===== src/rtl/acq_adc_gate_if.sv =====
// Sample stream bundle (data + strobe) shared by the raw ADC input and the gated output.
// The master drives data/valid and the slave receives them.
interface acq_adc_gate_if #(
  parameter int unsigned W = 8
);
  logic [W-1:0] data;
  logic         valid;

  modport master (output data, output valid);
  modport slave  (input  data, input  valid);
endinterface


===== src/rtl/acq_adc_gate.sv =====
// Epoch-aligned ADC capture gate with optional integrate-and-dump decimation.
// Emits length-bounded blocks of 2-bit samples to the acquisition core.
module acq_adc_gate #(
  parameter int unsigned PORTS   = 4,
  parameter int unsigned R       = 2,
  parameter int unsigned DECIM_W = 8,
  parameter int unsigned LEN_W   = 20
) (
  input  logic               adc_clk,
  input  logic               rst,
  acq_adc_gate_if.slave      adc_in,
  acq_adc_gate_if.master     adc_out,
  input  logic               arm,
  input  logic               epoch,
  input  logic [DECIM_W-1:0] decim,
  input  logic [LEN_W-1:0]   len,
  output logic               busy,
  output logic               done
);

  localparam int unsigned DW = PORTS * R;
  // Accumulator holds up to (2^DECIM_W-1) samples of magnitude 3, plus sign.
  localparam int unsigned AW = $clog2(3 * (2**DECIM_W - 1)) + 2;

  typedef enum logic [1:0] {
    ST_IDLE,
    ST_ARMED,
    ST_CAPTURE,
    ST_DONE
  } state_t;

  state_t                state;
  logic [DECIM_W-1:0]    decim_l;
  logic [LEN_W-1:0]      len_l;
  logic [LEN_W-1:0]      out_cnt;
  logic [DECIM_W-1:0]    grp_cnt;
  logic signed [AW-1:0]  acc [PORTS];

  logic                  accept_c;
  logic                  bypass_c;
  logic                  last_c;
  logic                  strobe_c;
  logic                  final_c;
  logic [AW-1:0]         thr_c;
  logic signed [AW-1:0]  acc_sum_c [PORTS];
  logic [AW-1:0]         mag_c [PORTS];
  logic [DW-1:0]         dec_code_c;

  // Map a {sign, magnitude} code onto its signed level: +-1 or +-3.
  function automatic logic signed [AW-1:0] samp_val(input logic [R-1:0] code);
    logic signed [AW-1:0] v;
    v = code[0] ? AW'(3) : AW'(1);
    return code[1] ? -v : v;
  endfunction

  // Acceptance, group boundary and re-quantisation of the running sums.
  always_comb begin
    accept_c   = (state == ST_CAPTURE) && adc_in.valid;
    bypass_c   = (decim_l <= DECIM_W'(1));
    last_c     = (grp_cnt == decim_l - DECIM_W'(1));
    strobe_c   = accept_c && (bypass_c || last_c);
    final_c    = strobe_c && ((out_cnt + LEN_W'(1)) == len_l);
    thr_c      = AW'({decim_l, 1'b0});
    dec_code_c = '0;
    for (int p = 0; p < PORTS; p++) begin
      acc_sum_c[p] = acc[p] + samp_val(adc_in.data[p*R +: R]);
      mag_c[p]     = acc_sum_c[p][AW-1] ? AW'(-acc_sum_c[p]) : AW'(acc_sum_c[p]);
      dec_code_c[p*R +: R] = R'({acc_sum_c[p][AW-1], (mag_c[p] >= thr_c)});
    end
  end

  // Control FSM with registered outputs and datapath state.
  always_ff @(posedge adc_clk or posedge rst) begin
    if (rst) begin
      state         <= ST_IDLE;
      decim_l       <= '0;
      len_l         <= '0;
      out_cnt       <= '0;
      grp_cnt       <= '0;
      adc_out.data  <= '0;
      adc_out.valid <= 1'b0;
      busy          <= 1'b0;
      done          <= 1'b0;
      for (int p = 0; p < PORTS; p++) acc[p] <= '0;
    end else begin
      adc_out.valid <= 1'b0;
      done          <= 1'b0;
      case (state)
        ST_IDLE: begin
          if (arm) begin
            decim_l <= decim;
            len_l   <= len;
            out_cnt <= '0;
            grp_cnt <= '0;
            for (int p = 0; p < PORTS; p++) acc[p] <= '0;
            state   <= ST_ARMED;
            busy    <= 1'b1;
          end
        end
        ST_ARMED: begin
          // A repeated arm takes precedence and restarts the wait for epoch.
          if (arm) begin
            decim_l <= decim;
            len_l   <= len;
            out_cnt <= '0;
            grp_cnt <= '0;
            for (int p = 0; p < PORTS; p++) acc[p] <= '0;
          end else if (epoch) begin
            if (len_l == '0) begin
              state <= ST_DONE;
              busy  <= 1'b0;
              done  <= 1'b1;
            end else begin
              state <= ST_CAPTURE;
            end
          end
        end
        ST_CAPTURE: begin
          if (accept_c) begin
            if (bypass_c) begin
              adc_out.data <= adc_in.data;
            end else if (last_c) begin
              adc_out.data <= dec_code_c;
              grp_cnt      <= '0;
              for (int p = 0; p < PORTS; p++) acc[p] <= '0;
            end else begin
              grp_cnt <= grp_cnt + DECIM_W'(1);
              for (int p = 0; p < PORTS; p++) acc[p] <= acc_sum_c[p];
            end
          end
          if (strobe_c) begin
            adc_out.valid <= 1'b1;
            out_cnt       <= out_cnt + LEN_W'(1);
          end
          if (final_c) begin
            state <= ST_DONE;
            busy  <= 1'b0;
            done  <= 1'b1;
          end
        end
        ST_DONE: begin
          state <= ST_IDLE;
        end
        default: begin
          state <= ST_IDLE;
          busy  <= 1'b0;
        end
      endcase
    end
  end

endmodule


===== src/flat_wrapper.sv =====
// flat-port wrapper written by rule: the top's interface ports become plain ports
module acq_adc_gate_flat 
#(
  parameter int unsigned PORTS   = 4,
  parameter int unsigned R       = 2,
  parameter int unsigned DECIM_W = 8,
  parameter int unsigned LEN_W   = 20
)
  (adc_clk, rst, arm, epoch, decim, len, busy, done, adc_in_data, adc_in_valid, adc_out_data, adc_out_valid);
  acq_adc_gate_if #(.W(8)) adc_in_i ();
  acq_adc_gate_if #(.W(8)) adc_out_i ();
  input  logic adc_clk;
  input  logic rst;
  input  logic arm;
  input  logic epoch;
  input  logic [DECIM_W-1:0] decim;
  input  logic [LEN_W-1:0] len;
  output logic busy;
  output logic done;
  input wire logic [$bits(adc_in_i.data)-1:0] adc_in_data;
  input wire logic [$bits(adc_in_i.valid)-1:0] adc_in_valid;
  output wire logic [$bits(adc_out_i.data)-1:0] adc_out_data;
  output wire logic [$bits(adc_out_i.valid)-1:0] adc_out_valid;
  assign adc_in_i.data = adc_in_data;
  assign adc_in_i.valid = adc_in_valid;
  assign adc_out_data = adc_out_i.data;
  assign adc_out_valid = adc_out_i.valid;
  acq_adc_gate #(.PORTS(PORTS), .R(R), .DECIM_W(DECIM_W), .LEN_W(LEN_W)) u_core (.adc_clk(adc_clk), .rst(rst), .adc_in(adc_in_i), .adc_out(adc_out_i), .arm(arm), .epoch(epoch), .decim(decim), .len(len), .busy(busy), .done(done));
endmodule

===== config.mk =====
export PLATFORM = sky130hd
export DESIGN_NAME = acq_adc_gate_flat
export DESIGN_NICKNAME = d
export VERILOG_FILES = /design/src/rtl/acq_adc_gate_if.sv /design/src/rtl/acq_adc_gate.sv /design/src/flat_wrapper.sv
export SDC_FILE = /design/constraint.sdc
export NUM_CORES = 1
export LEC_CHECK = 0
export BUFFER_PORTS_ARGS = -buffer_cell sky130_fd_sc_hd__buf_4
export CELL_PAD_IN_SITES_DETAIL_PLACEMENT = 1
export CELL_PAD_IN_SITES_GLOBAL_PLACEMENT = 1
export CORE_ASPECT_RATIO = 0.7
export CORE_MARGIN = 2
export CORE_UTILIZATION = 48
export DETAILED_ROUTE_END_ITERATION = 10
export PLACE_DENSITY = 0.81
export SLEW_MARGIN = 20
export SYNTH_ARGS = -nofsm -noshare
export SYNTH_HDL_FRONTEND = slang
export SYNTH_SLANG_ARGS = --single-unit

===== constraint.sdc =====
create_clock -name adc_clk -period 5.12 [get_ports adc_clk]
set_input_delay 0.512 -clock adc_clk [delete_from_list [all_inputs] [get_ports adc_clk]]
set_output_delay 0.512 -clock adc_clk [all_outputs]
set_load 0.01 [all_outputs]

==> reports/metrics.yaml, run 1 <==
outcome:
  outcome: "finished, final reports clean"
clock_tree:
  worstSkewPairLatency_ps: 430
  cts.hold.buffers_added: 0
  htreeDepth: 4
  cts-buffers-inserted: 17
  post-cts-setup-buffers: 0
  cts.path.max_buffers: 2
  clk_pin_slew_ps: 60
  clockRootBuffer: "clkbuf_16"
  cts.sink_count: 117
  cts_tree: "done"
  cts_resized: 0
synthesis:
  synth_cell_type_count: 77
  synth_fp_nets: 1217
  syn_area_sq_mm: 0.00953
  syn_area_per_cell_sq_um: 8.76
  synth_edf_count: 0
  synth_ff_type: "dfrtp_1"
  synth_cells: 1088
  synthArstFlopShare_pct: 100
  synth_seq_cells: 117
  ys_warn_count: 0
  synth-seq-area-share_pct: 30.7
placed_design:
  routabilityCongestion: 0.862
  port_buffers: 51
  hpwlAfterDp_mm: 20.5
  place_inst: 1383
detailed_routing:
  ant_nets: 0
  via_per_inst: 6.08
  vias: 8603
  wl_per_cell_microns: 20.2
  routed_wl_mm: 28.6
  drc: 0
  firstDrtPassIters: 5
  first_iter_violations: 558
grt:
  grt_max_degree: 57
  grtUsageTotal_pct: 28.6
  overflow: 0
  grt_pass1_vias: 8812
  grt_pass1_wl_mm: 47.4
  antenna_found_initial: 0
timing:
  fin_crit_ps: 4400
  worst_slew_pin_slew_ps: 947
  setup_viol_count_final: 0
  final-hold-violation-count: 0
  fmax_mhz: 227
  tns_ps: 0
  final-max-slew-violation-count: 0
  skew_ps: 14.0
  maxSlewHeadroom_pct: 35.2
  rsz0062_at_grt: "no"
  final.period_utilization_pct: 86.0
worst_setup_path:
  crit_chain: "buf_4 -> xor2_1 -> ha_1 -> a21o_1 -> a211oi_1 -> o21ai_0 -> a311oi_1 -> a21oi_1 -> xnor2_1 -> buf_4 -> nand2_1 -> xnor2_1 -> ha_1 -> a21bo_2 -> a21o_1 -> a21oi_1 -> o211ai_1 -> o2111ai_1 -> nand3_1 -> o41ai_1 -> a31oi_1"
  slowest_stage: "a311oi_1"
  end_kind: "flip-flop"
  crit_path_max_fanout: 12
  max_stage_delay_ps: 500
  cp.required_ps: 5420
  arrival_ps: 4700
  worst_setup_path_start_kind: "primary input"
  crit_type: "in -> reg"
power:
  power_density_mw_per_mm2: 604
  ir_worst_vdd_uv: 235
  power.leakage_nw: 4.71
min_path:
  hold_path.class: "in -> async"
floorplanning:
  core_area_sq_mm: 0.0196
  fp-row-count: 43
  die_y_microns: 122
  dieArea_sq_mm: 0.0210
  die_w_microns: 172
  num_io_pins: 52
  initial_core_util_pct: 48.5
flow_run:
  cap_viol_max_count: 0
finish:
  antennaDiodeCount: 0
  final_cell_count_no_fill: 1415
  syn_to_final_growth_pct: 13.6
  fin_nets: 1261
  final_common_cell: "nand2_1"
  final_cell_mix: "123 x nand2_1, 117 x dfrtp_1, 84 x ha_1"
  post-route-util_pct: 55.1
  layout-drive-gt1-share_pct: 13.8
## final timing paths
kind	from	endpoint	slack, ps	cells past startpoint
worst max-delay path	adc_in_data[3]	u_core.adc_out.data[2]	720	21
worst min-delay path	rst	u_core.done	50	2
worst max register to register	u_core.acc[4]	u_core.adc_out.data[6]	760	17
worst min register to register	u_core.adc_out.data[1]	u_core.adc_out.data[1]	480	1
max in group asynchronous	rst	u_core.acc[24]	3980	3
min in group adc_clk	len[14]	u_core.len_l[14]	310	2
## kinds of logic (layout without fill, tap and decap cells)
group | after synthesis | in the layout | share of synthesized area [%]
xor gates and xnor gates | 109 | 109 | 10.0
and+or+nand+nor | 359 | 359 | 18.7
AOI/OAI and AO/OA | 292 | 292 | 20.9
buffers and inverters | 89 | 146 | 3.73
muxes | 34 | 34 | 3.97
adders and majority gates | 88 | 88 | 11.9
DFF | 117 | 117 | 30.7
## layout make-up
| cell class | instances | area, sq um |
|---|---|---|
| multi-input combinational | 882 | 6260 |
| tap | 270 | 338 |
| sequential | 117 | 2930 |
| clock inverter | 13 | 180 |
| clock buffer | 19 | 433 |
| fill | 2322 | 8820 |
| inverter | 46 | 176 |
| timing repair buffer | 68 | 510 |
## sequential cells by signal (all words and copies together), names as in the netlist
signal and count:
u_core.done 1, u_core.len_l 20, u_core.grp_cnt 8, u_core.adc_out.valid 1
u_core.state 2, u_core.adc_out.data 8, u_core.acc 48, u_core.out_cnt 20
u_core.busy 1, u_core.decim_l 8
## report_power, final
group	total [mW]	switching [mW]	internal, mW
logic	3.74	2.23	1.51
clock network	1.29	0.474	0.813
registers	1.51	0.320	1.19
## routing by layer
metal	track usage (%)	vias to the layer above	share of wire (%)
li1	-	4070	-
met1	42.2	4317	50
met2	44.5	183	45
met3	4.32	33	4.3
met4	6.04	0	1.2
met5	0	-	0
## synthesized netlist by cell type (all sizes together) (4+ instances only)
| cell | count | area [sq um] |
|---|---|---|
| a211o | 4 | 35.0 |
| a211oi | 10 | 75.1 |
| a21bo | 4 | 40.0 |
| a21boi | 4 | 30.0 |
| a21o | 10 | 75.1 |
| a21oi | 47 | 235 |
| a311oi | 7 | 61.3 |
| a31oi | 24 | 150 |
| and2 | 9 | 56.3 |
| and3 | 13 | 81.3 |
| and4 | 6 | 52.6 |
| buf | 6 | 42.5 |
| clkbuf | 37 | 139 |
| dfrtp | 117 | 2930 |
| fa | 4 | 80.1 |
| ha | 84 | 1050 |
| inv | 44 | 165 |
| mux2 | 30 | 338 |
| mux2i | 4 | 40.0 |
| nand2 | 123 | 462 |
| nand2b | 8 | 50.1 |
| nand3 | 31 | 155 |
| nand3b | 4 | 30.0 |
| nand4 | 10 | 62.6 |
| nor2 | 71 | 267 |
| nor2b | 13 | 81.3 |
| nor3 | 26 | 130 |
| nor4 | 15 | 130 |
| nor4b | 5 | 43.8 |
| o211ai | 8 | 60.1 |
| o21a | 10 | 75.1 |
| o21ai | 80 | 404 |
| o21bai | 5 | 37.5 |
| o22ai | 4 | 25.0 |
| o31a | 4 | 35.0 |
| o31ai | 41 | 343 |
| o41ai | 6 | 86.3 |
| or2 | 5 | 31.3 |
| or3 | 7 | 43.8 |
| or4 | 7 | 56.3 |
| xnor2 | 64 | 561 |
| xor2 | 45 | 394 |
## worst max-delay path: cells and delay by family
kind | cells | cell delay (ps)
AOI/OAI and AO/OA | 12 | 2460
xor gates and xnor gates | 3 | 570
adders and majority gates | 2 | 540
buffers and inverters | 2 | 400
and+or+nand+nor | 2 | 230
## through the flow
stage	hold WS [ps]	power (mW)	setup slack (ps)	instance area (sq um)
global route	65.5	7.03	304	10800
global placement	467	4.96	616	10200
floorplan	453	4.11	961	9530
detailed placement	472	5.13	369	10200
finish	46.3	6.54	716	10800
CTS	57.3	6.52	750	10800
Power figures use the tool's default switching activity.
==> inputs of run 2 (changes only) <==
Settings changed: BUFFER_PORTS_ARGS -buffer_cell sky130_fd_sc_hd__buf_4 to -buffer_cell sky130_fd_sc_hd__buf_2, CORE_UTILIZATION 48 to 38, PLACE_DENSITY 0.81 to 0.67.
==> run 2 against run 1 <==
Die area is 26% higher. Routed wire length is 2.1% lower. Core utilization is 11 points lower. Clock skew is 1.7 ps lower. Cell area is 0.15% lower. Fmax is 0.57% higher. Clock power is 5% higher. First-iteration DRC count is 18% lower. Critical path depth stayed put. Clock-buffer cell count stayed put. Global-route usage is 6.7 points lower. Largest power group unchanged. Highest routed layer unchanged.
==> reports/metrics.yaml, run 2 (same netlist as run 1, synthesis figures left out) <==
finish:
  syn_to_final_growth_pct: 13.4
  largest_reg_flops: 48
  final_cell_count_no_fill: 1472
  top_register: "u_core.acc"
  final_cell_mix: "123 x nand2_1, 117 x dfrtp_1, 84 x ha_1"
  nFillCells: 2929
  final_common_cell: "nand2_1"
  fin_nets: 1262
  layout-drive-gt1-share_pct: 14.0
  reg_top3: "u_core.acc x48, u_core.len_l x20, u_core.out_cnt x20"
floorplanning:
  die_y_microns: 136
  initial_core_util_pct: 38.7
  core_area_sq_mm: 0.0246
  fp-row-count: 48
  dieArea_sq_mm: 0.0264
  num_io_pins: 52
  die_w_microns: 193
grt:
  overflow: 0
  grt_max_degree: 50
  grtUsageTotal_pct: 21.9
  grt_pass1_wl_mm: 45.7
  grt_pass1_vias: 8408
  antenna_found_initial: 1
worst_setup_path:
  crit_type: "in -> reg"
  crit_path_end: "u_core.adc_out.data[2]"
  startpoint: "adc_in_data[3]"
  arrival_ps: 4680
  crit_path_max_fanout: 12
  end_kind: "flip-flop"
  worst_setup_path_start_kind: "primary input"
  worstRegToRegCells: 17
  rr_startpoint: "u_core.acc[4]"
  r2r_end: "u_core.adc_out.data[6]"
  rrSetupSlack_ps: 810
  cp.required_ps: 5420
flow_run:
  cap_viol_max_count: 0
timing:
  setup_viol_count_final: 0
  final-max-slew-violation-count: 0
  worst_slew_pin_slew_ps: 788
  fmax_mhz: 228
  maxSlewHeadroom_pct: 47.1
  tns_ps: 0
  final-hold-violation-count: 0
  final.period_utilization_pct: 85.5
  rsz0062_at_grt: "no"
  skew_ps: 12.3
  fin_crit_ps: 4380
clock_tree:
  cts-buffers-inserted: 17
  cts_resized: 0
  cts.hold.buffers_added: 0
  cts.path.max_buffers: 2
  post-cts-setup-buffers: 0
  cts_tree: "done"
  cts.sink_count: 117
  clk_pin_slew_ps: 60
  htreeDepth: 4
  clockRootBuffer: "clkbuf_16"
  worstSkewPairLatency_ps: 440
placed_design:
  place_inst: 1439
  routabilityCongestion: 0.817
  port_buffers: 51
  hpwlAfterDp_mm: 20.7
detailed_routing:
  drc: 0
  routed_wl_mm: 28.0
  wl_per_cell_microns: 19.0
  via_per_inst: 5.67
  first_iter_violations: 459
  ant_nets: 0
  vias: 8346
  firstDrtPassIters: 5
min_path:
  hold_path.class: "in -> async"
outcome:
  outcome: "finished, final reports clean"
power:
  ir_worst_vdd_uv: 300
  power.leakage_nw: 4.70
  power_density_mw_per_mm2: 600
==> run 2: cell types whose count changed in the layout (fill, tap and decap cells not counted), sizes merged <==
cell	delta
inv	-1
clkinvlp	-1
diode	+1
clkinv	+1
buf	+1
bufinv	+1
==> run 2: per-layer routing <==
| layer | track usage [%] | vias up | wire length (microns) |
|---|---|---|---|
| li1 | - | 4074 | - |
| met1 | 32.0 | 4147 | 14900 |
| met2 | 33.7 | 107 | 12000 |
| met3 | 3.67 | 18 | 779 |
| met4 | 5.05 | 0 | 264 |
| met5 | 0 | - | 0 |
==> run 2: layout make-up <==
cell class	instances	area, sq um	area share (%)
multi-input cells	882	6260	57.9
flip-flops and latches	117	2930	27.1
clock buffers	19	443	4.10
well taps	325	407	3.76
repair buffers	69	390	3.61
clock inverters	13	203	1.88
inverters	46	176	1.63
diodes	1	2.50	0.0232
==> run 2: report_power, final <==
| part | switching [mW] | internal [mW] | leakage, nW |
|---|---|---|---|
| clock network | 0.475 | 0.874 | 0.313 |
| logic | 2.14 | 1.48 | 2.86 |
| registers | 0.320 | 1.19 | 1.53 |
| total | 2.94 | 3.54 | 4.70 |
==> run 2: metrics by stage <==
stage | power (mW) | area, sq um | util [%] | worst slack, ps | hold WS (ps)
after floorplan | 4.11 | 9530 | - | 961 | 453
after global placement | 5.01 | 10200 | 41.3 | 569 | 457
after detailed placement | 5.12 | 10200 | 41.3 | 305 | 465
after CTS | 6.53 | 10800 | 43.9 | 710 | 104
after global routing | 7.05 | 10800 | 43.9 | 387 | 118
final | 6.48 | 10800 | 43.9 | 741 | 96.4
==> run 2: how the worst min path moves through the flow <==
stage / start / to / cells after the start
2_1_floorplan: u_core.acc[10] / u_core.acc[10] / 2
3_3_place_gp: u_core.adc_out.data[5] / u_core.adc_out.data[5] / 1
3_5_place_dp: u_core.adc_out.data[1] / u_core.adc_out.data[1] / 1
4_1_cts: rst / u_core.out_cnt[17] / 2
5_1_grt: rst / u_core.len_l[18] / 2
6_report: rst / u_core.done / 2
==> run 2: critical path: stages <==
cell and delay, ps:
buf_2 270, xor2_1 220, ha_1 280, a21o_1 190, a211oi_1 300, o21ai_0 180, a311oi_1 420, a21oi_1 150
xnor2_1 190, buf_4 200, nand2_1 100, xnor2_1 140, ha_1 270, a21bo_2 220, a21o_1 180, a21oi_1 170
o211ai_1 110, o2111ai_1 80, nand3_1 120, o41ai_1 290, a31oi_1 80
==> inputs of run 3 (changes only) <==
Settings changed: ABC_AREA set to 1, PLACE_DENSITY 0.67 to 0.69, RECOVER_POWER set to 50, SKIP_LAST_GASP set to 1.
==> run 3 against run 2 <==
Hold slack better by 200 ps. Routed wire length up 11%. Clock skew up 4.2 ps. Sequential power down 3%. The run now ends with max-capacitance violations, max-slew violations left. First-iteration DRC count up 23%. Clock power down 6%. Highest routed layer unchanged. Core utilization down 0.74 points. Cell area up 1.6%. Fmax up 13%. Setup slack better by 510 ps.
==> reports/metrics.yaml, run 3 <==
detailed_routing:
  first_iter_violations: 566
  via_per_inst: 5.29
  vias: 9339
  firstDrtPassIters: 4
  drc: 0
  routed_wl_mm: 31.1
  ant_nets: 0
  wl_per_cell_microns: 17.6
clock_tree:
  cts.path.max_buffers: 2
  cts_tree: "done"
  cts.sink_count: 117
  cts-buffers-inserted: 17
  worstSkewPairLatency_ps: 450
  clk_pin_slew_ps: 60
  post-cts-setup-buffers: 0
  cts.hold.buffers_added: 0
  htreeDepth: 4
  clockRootBuffer: "clkbuf_16"
  cts_resized: 0
grt:
  grt_max_degree: 55
  grt_pass1_wl_mm: 51.2
  grtUsageTotal_pct: 24.0
  antenna_found_initial: 1
  overflow: 0
  grt_pass1_vias: 9518
finish:
  final_cell_mix: "320 x nand2_1, 191 x inv_1, 142 x nor2_1"
  final_common_cell: "nand2_1"
  final_cell_count_no_fill: 1765
  fin_nets: 1549
  fin_area_sq_mm: 0.0110
  layout-drive-gt1-share_pct: 8.93
  syn_to_final_growth_pct: 12.5
  reg_top3: "u_core.acc x48, u_core.len_l x20, u_core.out_cnt x20"
  largest_reg_flops: 48
  top_register: "u_core.acc"
worst_setup_path:
  r2r_end: "u_core.out_cnt[2]"
  crit_path_max_fanout: 12
  crit_type: "in -> reg"
  rrSetupSlack_ps: 1310
  cp.required_ps: 5440
  arrival_ps: 4190
  end_kind: "flip-flop"
  worst_setup_path_start_kind: "primary input"
  rr_startpoint: "u_core.decim_l[1]"
  worstRegToRegCells: 12
timing:
  final-hold-violation-count: 0
  worst_slew_pin_slew_ps: 2670
  fmax_mhz: 258
  skew_ps: 16.5
  maxSlewHeadroom_pct: -79.1
  tns_ps: 0
  fin_crit_ps: 3870
  rsz0062_at_grt: "no"
  hold_ws_ps: 298
  final.period_utilization_pct: 75.6
  final-max-slew-violation-count: 122
  setup_viol_count_final: 0
floorplanning:
  dieArea_sq_mm: 0.0270
  core_area_sq_mm: 0.0254
  die_w_microns: 196
  initial_core_util_pct: 38.4
  num_io_pins: 52
  fp-row-count: 49
  die_y_microns: 138
synthesis:
  synth_cells: 1366
  synth_cell_type_count: 46
  syn_area_sq_mm: 0.00976
  synth_ff_type: "dfrtp_1"
  yosysTopAreaCell: "dfrtp_1"
  synth_top_cell_area_share_pct: 30.0
  synth_fp_nets: 1495
  synth-seq-area-share_pct: 30.0
  synthArstFlopShare_pct: 100
  yosysMostFrequentCell: "nand2_1"
  yosys-top-cells-area: "dfrtp_1 30%, nand2_1 12%, ha_1 11%, inv_1 7.4%, nor2_1 5.5%"
  synth_common_cells: "321 x nand2_1, 192 x inv_1, 143 x nor2_1"
  synth_edf_count: 0
  synth_seq_cells: 117
  syn_area_per_cell_sq_um: 7.14
  ys_warn_count: 0
min_path:
  hold_path.class: "in -> reg"
  hold_end: "u_core.len_l[2]"
  hp-start: "len[2]"
  worstHoldPathCells: 2
power:
  power.leakage_nw: 5.72
  ir_worst_vdd_uv: 287
  power_density_mw_per_mm2: 632
flow_run:
  cap_viol_max_count: 3
placed_design:
  placed_cell_area_sq_mm: 0.0104
  hpwlAfterDp_mm: 23.6
  port_buffers: 51
  routabilityCongestion: 0.839
  place_inst: 1732
outcome:
  violations: "max-capacitance violations, max-slew violations"
  outcome: "finished with violations"
-- run 3: kinds of logic after synthesis --
group	share of synthesized area [%]
mux	0.462
flops	30.0
simple gates	28.1
fa+ha+maj	11.6
compound gates	14.2
xor+xnor	6.87
buf+inv	8.78
-- run 3: critical path, stage by stage --
cell and delay, ps:
buf_2 200, xnor2_1 280, inv_1 70, ha_1 300, nand2_1 50, nand2_1 90
nand2_1 80, o21ai_1 230, nand3_1 180, nor2_1 120, nor2_1 50, nand2_1 60
nand2_1 160, inv_1 220, o21ai_1 110, xor2_1 150, ha_1 310, nand2_1 100
nor2_1 60, a211oi_1 210, nand2_1 90, a211oi_1 220, nand2_1 70, nor2_1 100
nand2_1 60, nand2_1 60, nand2_1 50
-- run 3: stage by stage --
step	util (%)	setup slack [ps]	total power, mW
after floorplan	-	1510	4.56
after global placement	40.8	1060	5.46
after detailed placement	40.8	862	5.62
after CTS	43.2	1220	6.97
after global routing	43.1	851	7.66
final	43.1	1250	6.93
-- run 3: cell type report --
class / count / area [sq um]
fill: 3267 / 14500
multi-input combinational: 1030 / 5990
sequential: 117 / 2930
inverter: 194 / 729
clock buffer: 17 / 425
tap: 331 / 414
timing repair buffer: 60 / 309
clock inverter: 15 / 179
antenna: 1 / 2.50
-- run 3: where the power goes --
group	internal, mW	switching [mW]	total, mW
clock network	0.767	0.500	1.27
logic	1.51	2.69	4.20
registers	1.21	0.259	1.47
-- run 3: how the worst max path moves through the flow --
stage,depth (start not counted),slack (ps),end,startpoint
6_report,27,1250,u_core.adc_out.data[4],adc_in_data[5]
5_1_grt,28,850,u_core.adc_out.data[6],adc_in_data[7]
4_1_cts,12,1220,u_core.out_cnt[2],u_core.decim_l[1]
3_5_place_dp,27,860,u_core.adc_out.data[4],adc_in_data[5]
3_3_place_gp,27,1060,u_core.adc_out.data[4],adc_in_data[5]
2_1_floorplan,1,1510,u_core.acc[0],rst
-- run 3: layer usage --
metal,GRT usage [%],wire (microns)
met3,4.00,1330
met2,34.0,12400
met5,0,0
met4,5.38,356
met1,37.5,17000
